File: config.mk
export PLATFORM = sky130hd
export DESIGN_NAME = sram_cycle_sequencer
export DESIGN_NICKNAME = d
export VERILOG_FILES = /design/src/rtl/ultimem_pkg.sv /design/src/rtl/sram_cycle_sequencer_phase_counter.sv /design/src/rtl/sram_cycle_sequencer.sv
export SDC_FILE = /design/constraint.sdc
export NUM_CORES = 1
export LEC_CHECK = 0
export CORE_MARGIN = 2
export CORE_UTILIZATION = 44
export DETAILED_ROUTE_END_ITERATION = 10
export PLACE_DENSITY = 0.73
export SKIP_LAST_GASP = 1
export SLEW_MARGIN = 30
export SYNTH_ARGS = -nofsm -noshare
export SYNTH_HDL_FRONTEND = slang
export SYNTH_SLANG_ARGS = --single-unit
File: constraint.sdc
create_clock -name clock -period 2.25 [get_ports clock]
set_input_delay 0.225 -clock clock [delete_from_list [all_inputs] [get_ports clock]]
set_output_delay 0.225 -clock clock [all_outputs]
set_load 0.02 [all_outputs]
File: src/rtl/ultimem_pkg.sv
`default_nettype none
// ============================================================================
// Module      : ultimem_pkg
// Description : Shared state encoding and default phase lengths for the
//               SRAM cycle sequencer and the top-level address muxing.
// Revision    : 1.0 - initial release
// ============================================================================
package ultimem_pkg;

    typedef enum logic [2:0] {
        ST_IDLE     = 3'd0,
        ST_TAG      = 3'd1,
        ST_DATA_RAM = 3'd2,
        ST_DATA_MAP = 3'd3,
        ST_REG      = 3'd4,
        ST_DMA      = 3'd5
    } seq_state_t;

    localparam int c_tag_cycles = 2;
    localparam int c_dma_cycles = 3;
    localparam int c_ctr_w      = 4;

    // Last counter value of the timed phase owned by a state; untimed states use 0.
    function automatic int phase_limit(input seq_state_t s,
                                       input int tag_cycles,
                                       input int dma_cycles);
        case (s)
            ST_TAG:  return tag_cycles - 1;
            ST_DMA:  return dma_cycles - 1;
            default: return 0;
        endcase
    endfunction

endpackage
`default_nettype wire

File: src/rtl/sram_cycle_sequencer_phase_counter.sv
`default_nettype none
// ============================================================================
// Module      : phase_counter
// Description : Clearable saturating phase counter with a terminal flag
//               compared against a runtime limit.
// Revision    : 1.0 - initial release
// ============================================================================
module phase_counter #(
    parameter int WIDTH = 4
) (
    input  logic             clock,
    input  logic             reset,
    input  logic             i_clear,
    input  logic             i_enable,
    input  logic [WIDTH-1:0] i_limit,
    output logic [WIDTH-1:0] o_count,
    output logic [WIDTH-1:0] o_count_next,
    output logic             o_terminal
);

    logic [WIDTH-1:0] r_count;
    logic [WIDTH-1:0] w_count_next;

    // Holds at all-ones instead of wrapping back into an early phase.
    always_comb begin
        w_count_next = r_count;
        if (i_clear) begin
            w_count_next = '0;
        end else if (i_enable && (r_count != {WIDTH{1'b1}})) begin
            w_count_next = r_count + WIDTH'(1);
        end
    end

    always_ff @(posedge clock or posedge reset) begin
        if (reset) begin
            r_count <= '0;
        end else begin
            r_count <= w_count_next;
        end
    end

    assign o_count      = r_count;
    assign o_count_next = w_count_next;
    assign o_terminal   = (r_count >= i_limit);

endmodule
`default_nettype wire

File: src/rtl/sram_cycle_sequencer.sv
`default_nettype none
// ============================================================================
// Module      : sram_cycle_sequencer
// Description : Owns the shared SRAM: tag lookup and data phase per C64
//               cycle, DMA accesses in between. All strobes are registered.
// Revision    : 1.0 - initial release
// ============================================================================
module sram_cycle_sequencer
    import ultimem_pkg::*;
#(
    parameter int TAG_CYCLES = c_tag_cycles,
    parameter int DMA_CYCLES = c_dma_cycles,
    parameter int CTR_W      = c_ctr_w
) (
    input  logic clock,
    input  logic reset,
    input  logic bus_active,
    input  logic bus_we,
    input  logic reg_hit,
    input  logic map_hit,
    input  logic dma_req,
    input  logic dma_we,
    output logic ce_ram,
    output logic ce_tag,
    output logic we_ram,
    output logic tag_latch,
    output logic dma_sel,
    output logic dma_ack,
    output logic busy
);

    localparam logic [CTR_W-1:0] c_tag_last = CTR_W'(TAG_CYCLES - 1);
    localparam logic [CTR_W-1:0] c_dma_last = CTR_W'(DMA_CYCLES - 1);

    seq_state_t       r_state;
    seq_state_t       w_state_next;
    logic             w_clear;
    logic             w_enable;
    logic [CTR_W-1:0] w_limit;
    logic [CTR_W-1:0] w_count;
    logic [CTR_W-1:0] w_count_next;
    logic             w_terminal;

    logic r_ce_ram, r_ce_tag, r_we_ram, r_tag_latch, r_dma_sel, r_dma_ack, r_busy;
    logic w_ce_ram, w_ce_tag, w_we_ram, w_tag_latch, w_dma_sel, w_dma_ack, w_busy;

    assign w_limit = CTR_W'(phase_limit(r_state, TAG_CYCLES, DMA_CYCLES));

    phase_counter #(
        .WIDTH(CTR_W)
    ) u_phase_counter (
        .clock        (clock),
        .reset        (reset),
        .i_clear      (w_clear),
        .i_enable     (w_enable),
        .i_limit      (w_limit),
        .o_count      (w_count),
        .o_count_next (w_count_next),
        .o_terminal   (w_terminal)
    );

    always_comb begin
        w_state_next = r_state;
        w_clear      = 1'b1;
        w_enable     = 1'b0;
        case (r_state)
            ST_IDLE: begin
                // The C64 cycle cannot be stretched, so it always wins over DMA.
                if (bus_active) begin
                    w_state_next = ST_TAG;
                end else if (dma_req) begin
                    w_state_next = ST_DMA;
                end
            end
            ST_TAG: begin
                if (!bus_active) begin
                    w_state_next = ST_IDLE;
                end else if (w_terminal) begin
                    if (map_hit) begin
                        w_state_next = ST_DATA_MAP;
                    end else if (reg_hit) begin
                        w_state_next = ST_REG;
                    end else begin
                        w_state_next = ST_DATA_RAM;
                    end
                end else begin
                    w_clear  = 1'b0;
                    w_enable = 1'b1;
                end
            end
            ST_DATA_RAM, ST_DATA_MAP, ST_REG: begin
                if (!bus_active) begin
                    w_state_next = ST_IDLE;
                end
            end
            ST_DMA: begin
                // Preempted access is abandoned without ack; the requester retries.
                if (bus_active) begin
                    w_state_next = ST_TAG;
                end else if (w_terminal) begin
                    w_state_next = ST_IDLE;
                end else begin
                    w_clear  = 1'b0;
                    w_enable = 1'b1;
                end
            end
            default: begin
                w_state_next = ST_IDLE;
            end
        endcase
    end

    always_comb begin
        w_ce_ram    = 1'b0;
        w_ce_tag    = 1'b0;
        w_we_ram    = 1'b0;
        w_tag_latch = 1'b0;
        w_dma_sel   = 1'b0;
        w_dma_ack   = 1'b0;
        w_busy      = (w_state_next != ST_IDLE);
        case (w_state_next)
            ST_TAG: begin
                w_ce_tag    = 1'b1;
                w_tag_latch = (w_count_next == c_tag_last);
            end
            ST_DATA_RAM: begin
                w_ce_ram = 1'b1;
                w_we_ram = bus_we;
            end
            ST_DATA_MAP: begin
                w_ce_tag = 1'b1;
                w_we_ram = bus_we;
            end
            ST_DMA: begin
                w_dma_sel = 1'b1;
                w_ce_ram  = 1'b1;
                w_we_ram  = dma_we;
                w_dma_ack = (w_count_next == c_dma_last);
            end
            default: begin
            end
        endcase
    end

    always_ff @(posedge clock or posedge reset) begin
        if (reset) begin
            r_state     <= ST_IDLE;
            r_ce_ram    <= 1'b0;
            r_ce_tag    <= 1'b0;
            r_we_ram    <= 1'b0;
            r_tag_latch <= 1'b0;
            r_dma_sel   <= 1'b0;
            r_dma_ack   <= 1'b0;
            r_busy      <= 1'b0;
        end else begin
            r_state     <= w_state_next;
            r_ce_ram    <= w_ce_ram;
            r_ce_tag    <= w_ce_tag;
            r_we_ram    <= w_we_ram;
            r_tag_latch <= w_tag_latch;
            r_dma_sel   <= w_dma_sel;
            r_dma_ack   <= w_dma_ack;
            r_busy      <= w_busy;
        end
    end

    assign ce_ram    = r_ce_ram;
    assign ce_tag    = r_ce_tag;
    assign we_ram    = r_we_ram;
    assign tag_latch = r_tag_latch;
    assign dma_sel   = r_dma_sel;
    assign dma_ack   = r_dma_ack;
    assign busy      = r_busy;

    always_comb begin
        assert (!(r_ce_ram && r_ce_tag));
        assert (!r_we_ram || r_ce_ram || r_ce_tag);
        assert (!(r_we_ram && (r_state == ST_TAG)));
        assert (!r_dma_sel || (r_state == ST_DMA));
        assert (w_count <= w_limit);
    end

endmodule
`default_nettype wire
* Word level (Yosys, flattened, before mapping)
Index checks and enable logic that the tools add are counted.
W data, S select, Z words.
** Storage, ports and cells
- Bits in registers :: 14
- Bits of input ports :: 8
- Output and inout bits :: 7
- Word-level logic and storage cells :: 57
** Operators by class
- $add $sub $neg :: 1
- Order comparisons :: 1
- Equal/unequal tests :: 12
- Multiplexer cells :: 27
- Reduce and logical (&&, ||, !) cells :: 7
** Operators by type and width (count)
- $mux W3 :: 9
- $eq A3 B2 Y1 const B :: 4
- $pmux W3 S4 :: 1
- $mux W1 :: 11
- $eq A3 B3 Y1 const B :: 3
- $mux W4 :: 2
- $eq A3 B1 Y1 const B :: 2
- $pmux W1 S2 :: 3
- $reduce_or A2 Y1 :: 3
- $add A4 B1 Y4 const B :: 1
- $eq A4 B1 Y1 const B :: 1
- $eq A4 B2 Y1 const B :: 1
- $ge A4 B2 Y1 :: 1
- $ne A4 B4 Y1 const B :: 1
- $pmux W2 S2 :: 1
- $logic_not A3 Y1 :: 1
- $reduce_bool A3 Y1 :: 1
- $reduce_or A3 Y1 :: 1
- $logic_and A1 B1 Y1 :: 1

* Depth between registers and ports, before layout
- Word-level depth :: 11
- Gate-level depth with buffers :: 9
- Mapped depth without buffers :: 8

* Modules after synthesis
A second synthesis with hierarchy kept.
** Second synthesis, totals
- Cell total of the unflattened synthesis :: 81
- Area, all modules :: 827.0 um^2
** By module, submodules not included
- sram_cycle_sequencer :: instances 1, cells an instance 47, area an instance 506.7 um^2, sequential area each 250.2 um^2
- phase_counter :: instances 1, cells an instance 34, area an instance 320.3 um^2, sequential area each 100.1 um^2

* Least setup slack after synthesis
Ideal clock, no wire load.
- Path type :: flip-flop to flip-flop
- Start :: register r_state[0]
- End :: register r_state[2]
- Setup time :: 127 ps
- Arrival :: 1999 ps
- Data required time :: 2123 ps
- Slack :: 123 ps
- Cell stages (with the launch flop) :: 8
- Path buffers :: 1
- Clock period less this slack :: 2127 ps
- Path through :: dfrtp_1 clkbuf_1 nand3_1 ha_1 or4_2 a21oi_1 nor4_1 or2_2
** Between the ends
- Word-level cells in the longest chain between the ends :: 6
- Elaborated cells between the ends (all ways) :: 14
- Classes of those cells :: order compare (1); eq/ne (5); mux (6); reduce/logical (2)
** RTL lines
- start, declared :: RTL line sram_cycle_sequencer.sv:35 : seq_state_t r_state;
- start signal, assigned :: RTL line sram_cycle_sequencer.sv:156 : r_state <= w_state_next;
- $eq A3 B3 Y1 / $eq A3 B1 Y1 (equally long branches) :: RTL line ultimem_pkg.sv:27, sram_cycle_sequencer.sv:66
- $pmux W2 S2 :: RTL line ultimem_pkg.sv:27 : case (s)
- $ge A4 B2 Y1 :: RTL line sram_cycle_sequencer_phase_counter.sv:44 : assign o_terminal = (r_count >= i_limit);
- $mux W3 (on tied branches) :: RTL line sram_cycle_sequencer.sv:100, sram_cycle_sequencer.sv:78
- $mux W3 (on tied branches) :: RTL line sram_cycle_sequencer.sv:98, sram_cycle_sequencer.sv:76
- $pmux W3 S4 (*) :: RTL line sram_cycle_sequencer.sv:66 : case (r_state)
- net w_state_next[2] :: RTL line sram_cycle_sequencer.sv:36 : seq_state_t w_state_next;
The timed path passes the listed nets; every way through them passes the cells marked *.

* Final worst setup path
- Start :: register r_state[1]
- End :: register r_state[2]
The elaborated chain is that of the path after synthesis.

==> results.ini <==
[global_routing]
grt_pass1_vias=594
gr-total-overflow=0
grt_use_total_pct=18.3
antenna_found_initial=0
grt_pass1_wl_um=2590
grt_max_degree=15

[finish]
n_antenna_cell=0
area_delta_synth_final_pct=27.8
drive_gt1_share_pct=17.2
final_cells=109
nFillCells=139
mostFrequentLayoutCells=14 x dfrtp_1, 14 x clkdlybuf4s50_1, 6 x nor2_1, 6 x o21ai_0
regArea_um2=350
multi_input_area_um2=378
fin_nets=106

[place]
dp.cells=106
dp_hpwl_um=1180
place.port_buffers=14
dpl_worst_slack_ns=0.0438
routabilityCongestion=0.866

[synth]
postSynthCellCount=75
post_synth.cell_area_avg_um2=9.98
seq_area_frac_synth_pct=46.8
syn_area_um2=748
ys_types=33
yosys_register_bits=14
ys_warn_count=0
synth_fp_nets=86

[timing]
timing.final.ws_setup_ns=0.0806
tightestPinTransition_ns=0.562
tns_ns=0
slew_viol_final=0
rsz0062_at_grt=yes
slew_headroom_pct=62.2
post-route-period-util_pct=96.4
whs_ns=0.275
clock.fmax_ghz=0.461
fin_crit_ns=2.17
fin_skew_ns=0.0111
final-setup-viol-count=0
hold_viol=0

[clock_network]
htree_num_levels=1
hold_buffers=0
cts_tree=yes
cts_root_buffer=clkbuf_4
cts.sinks=14
cts_buffers=3
clockBufferDepth=2
cts_resized=0
clk_latency_ns=0.28
clkTransAtPathRegs_ns=0.09
cts_setup_buffers=0

[power_and_ir_drop]
vdd_drop_max_mv=0.609
p_per_area_nw_per_um2=1020
p_clk_share_pct=14.6
pwr-share-seq_pct=36.6
p_int_uw=597
power_switching_uw=382
combPwrFrac_pct=48.8
swShare_pct=39.0
p_leak_uw=0.000427

[floorplan]
ioPinCount=15
die_w_um=45.2
coreArea_um2=1540
num_rows=14
die-area_um2=2050
initial_utilization_pct=48.5
die_h_um=45.2

[critical_path]
cp-end-kind=flop
slowest_stage=or4_2
r2r_start=r_state[1]
critPathKind=reg2reg
crit_chain=inv_1 > nand3_2 > ha_1 > or4_2 > a21oi_2 > nor4_1 > or2_2
cp.arrival_ns=2.33
worstPathMaxFanout=6
rrSetupSlack_ns=0.08
cp.required_ns=2.41
startpoint_type=flop
reg2reg_to=r_state[2]
crit_path_max_incr_delay_ns=0.67
rr_worst_depth=7

[drt]
drc=0
wl_um=1500
post_drt_wl_per_cell_um=13.8
ant_nets=0
viasPerCell=5.80
first_iter_violations=18
drtPass1Iterations=4
vias=632

[hold_path]
hp-class=in2async

[status]
status=completed

[job]
maxCapViolations=0

logic make-up after synthesis:
family | synth area share [%]
buf+inv | 4.18
mux | 1.34
compound gates | 18.4
flops | 46.8
xor+xnor | 2.34
other cells | 0.501
simple gates | 21.4
fa+ha+maj | 5.02
Yosys cell counts, drive strengths merged:
cell type	instances	share of area [%]
dfrtp	14	47
nor2	7	3.5
inv	6	3.0
o21ai	6	4.0
nand2b	5	4.2
nand2	4	2.0
ha	3	5.0
a211oi	2	2.7
a21oi	2	1.3
a31oi	2	1.7
nand3	2	1.3
o32a	2	2.7
a2111o	1	1.5
a21o	1	1.2
and4	1	1.2
buf	1	0.67
clkbuf	1	0.50
conb	1	0.50
mux2i	1	1.3
nand3b	1	1.0
nor2b	1	0.84
nor3b	1	1.0
nor4	1	0.84
nor4b	1	2.0
o2bb2ai	1	1.2
o31ai	1	1.0
o32ai	1	1.2
or2	1	0.84
or3	1	1.5
or4	1	1.2
xnor2	1	1.2
xor2	1	1.2
critical path, delay by kind of cell, from the launching register on:
kind / cells / cell delay [ns]
and+or+nand+nor: 4 / 1.16
DFF: 1 / 0.42
adders and majority gates: 1 / 0.21
AOI/OAI and AO/OA: 1 / 0.14
buffers and inverters: 1 / 0.12
state kept, by name, indices dropped and copies added, names as in the netlist:
| register | count |
|---|---|
| u_phase_counter.o_count | 4 |
| r_state | 3 |
| busy | 1 |
| ce_ram | 1 |
| ce_tag | 1 |
| dma_ack | 1 |
| dma_sel | 1 |
| tag_latch | 1 |
| we_ram | 1 |
stage by stage:
stage	utilization (%)	area [um^2]	total power, uW
floorplan	-	748	651
global placement	59.8	922	820
detailed placement	59.8	922	824
CTS	61.3	945	969
global route	62.0	956	1050
finish	62.0	956	979
layout make-up:
class	count	share of cell area [%]
inverters	6	2.36
flip-flops and latches	14	36.6
clock buffers	3	2.36
multi-input cells	53	39.5
well taps	16	2.09
repair buffers	17	17.0
worst max-delay path by stage:
stage,startpoint,endpoint,slack (ns),depth (start not counted)
floorplan,r_state[0],r_state[2],0.12,7
global placement,r_state[1],r_state[2],0.08,7
detailed placement,r_state[1],r_state[2],0.04,7
CTS,r_state[1],r_state[2],0.03,7
global route,r_state[1],r_state[2],-0.02,7
finish,r_state[1],r_state[2],0.08,7
power groups by stage:
stage	registers, uW	logic (uW)	clock network, uW
2_1_floorplan	388	263	0
6_report	359	478	143
3_3_place_gp	356	465	0
5_1_grt	365	526	159
4_1_cts	354	468	146
3_5_place_dp	358	465	0
per-layer routing:
layer / up-vias / track usage (%) / part of all wire, %
met2: 19 / 27.1 / 47
met1: 306 / 25.6 / 47
met5: - / 0 / 0
li1: 303 / - / -
met4: 0 / 5.29 / 1.1
met3: 4 / 6.00 / 5.1
Note: power is estimated with default switching activity, not from simulation.
==> patch (config.mk and constraints unchanged) <==
Set the package constant `c_ctr_w` to 3 (it was 4).
--- a/src/rtl/ultimem_pkg.sv
+++ b/src/rtl/ultimem_pkg.sv
@@ -18,7 +18,7 @@
 
     localparam int c_tag_cycles = 2;
     localparam int c_dma_cycles = 3;
-    localparam int c_ctr_w      = 4;
+    localparam int c_ctr_w      = 3;
 
     // Last counter value of the timed phase owned by a state; untimed states use 0.
     function automatic int phase_limit(input seq_state_t s,
Function: no difference found for any inputs over 10 cycles, from zero or initial values and one cycle with reset high; that may be too few to reach the edited logic, so the function may still have changed.
==> patch against the original RTL <==
Critical path depth is 1 lower. Final cell count rose by 11%. Power is 15% higher. Synthesized cell count is 2.7% higher. Critical endpoint is now ce_ram$_DFF_PP0_. Sequential cell count fell by 1. Setup slack gained 28 ps. Routed wire length is 1.7% higher. Non-clock buffer count increased by 2. Highest routed layer is now met3. Cell area rose by 6.7%. Maximum frequency up 1.3%. Sequential share of layout area fell by 4.7 points. Global-route usage shrank 2.4 points. Synthesized area increased by 8.7%.
==> patch: results (changes against the original RTL) <==
* M3 GR Usage at 0.0346 (-0.0254)
* Total track usage at 0.159 (-0.0240)
* Cell variety after synth at 35 (+6.1%)
* Pin count of the biggest net entering global routing at 14 (-1)
* Met1 Use GR at 0.206 (-0.0507)
* Leakage at 0.456 nW (+6.8%)
* Reg-to-reg setup timing slack at 110 ps (+30 ps)
* CP startpoint: r_state[0]$_DFF_PP0_
* Worst vdd ir at 0.000545 V (-10%)
* First-pass GRT wire length at 2.44 mm (-5.6%)
* DR vias/cell at 5.21 (-10%)
* Comb group at 0.643 mW (+35%)
* Synth top area cells: dfrtp_1, ha_1, a2111oi_2, nor2_1, nand2b_4
* Outcome: complete, no violations
* CP arrival at 2300 ps (-30 ps)
* Hpwl dp at 1.22 mm (+3.2%)
* Critical Path Sink: ce_ram$_DFF_PP0_
* Synth top cells by count: dfrtp_1, nor2_1, nand2_1
* Syn nets at 89 (+3.5%)
* Sequential element share of the synthesized area at 0.400 (-0.0682)
* Met2 wire length at 774 um (+10%)
* Largest delay share family, worst path: compound AO/OA/AOI/OAI gates
* GP Congestion at 0.859 (-0.80%)
* Met3 WL at 56 um (-27%)
* Clock skew at 5.39 ps (-5.69 ps)
* M1 wire length at 693 um (-1.4%)
* CP max-delay cell: dfrtp_1
* Layout cell share with drive strength beyond 1 at 0.198 (+0.0259)
* Vias in the first global route at 535 (-9.9%)
* Switch share at 0.404 (+0.0140)
* Routed wire per std cell at 12.6 um (-8.4%)
* Slowest stage delay, CP at 430 ps (-240 ps)
* Final nets at 109 (+2.8%)
* Crit-path max FO at 5 (-1)
-- patch: through the flow --
stage | instances | setup WS, ps | hold WS, ps | power [mW] | cell area (um^2)
after CTS | 120 | 99.8 | 289 | 1.11 | 1010
final | 121 | 108 | 279 | 1.13 | 1020
after global placement | 116 | 172 | 587 | 0.953 | 981
after global routing | 121 | 0.873 | 328 | 1.20 | 1020
after floorplan | 77 | 208 | 102 | 0.794 | 813
after detailed placement | 116 | 113 | 586 | 0.966 | 981
-- patch: cell families after synthesis --
group,after synthesis,synth area share
AND/OR/NAND/NOR,31,0.238
AO/OA/AOI/OAI,18,0.206
flip-flops,13,0.400
buffers and inverters,8,0.0600
adder cells (fa/ha/maj),4,0.0615
XOR/XNOR,2,0.0215
multiplexers,1,0.0123
-- patch: area by class of cell --
cell class / count / area [um^2]
fill: 150 / 707
multi-input combinational: 56 / 444
sequential: 13 / 325
timing repair buffer: 19 / 178
tap: 25 / 31.3
clock buffer: 4 / 26.3
inverter: 4 / 15.0
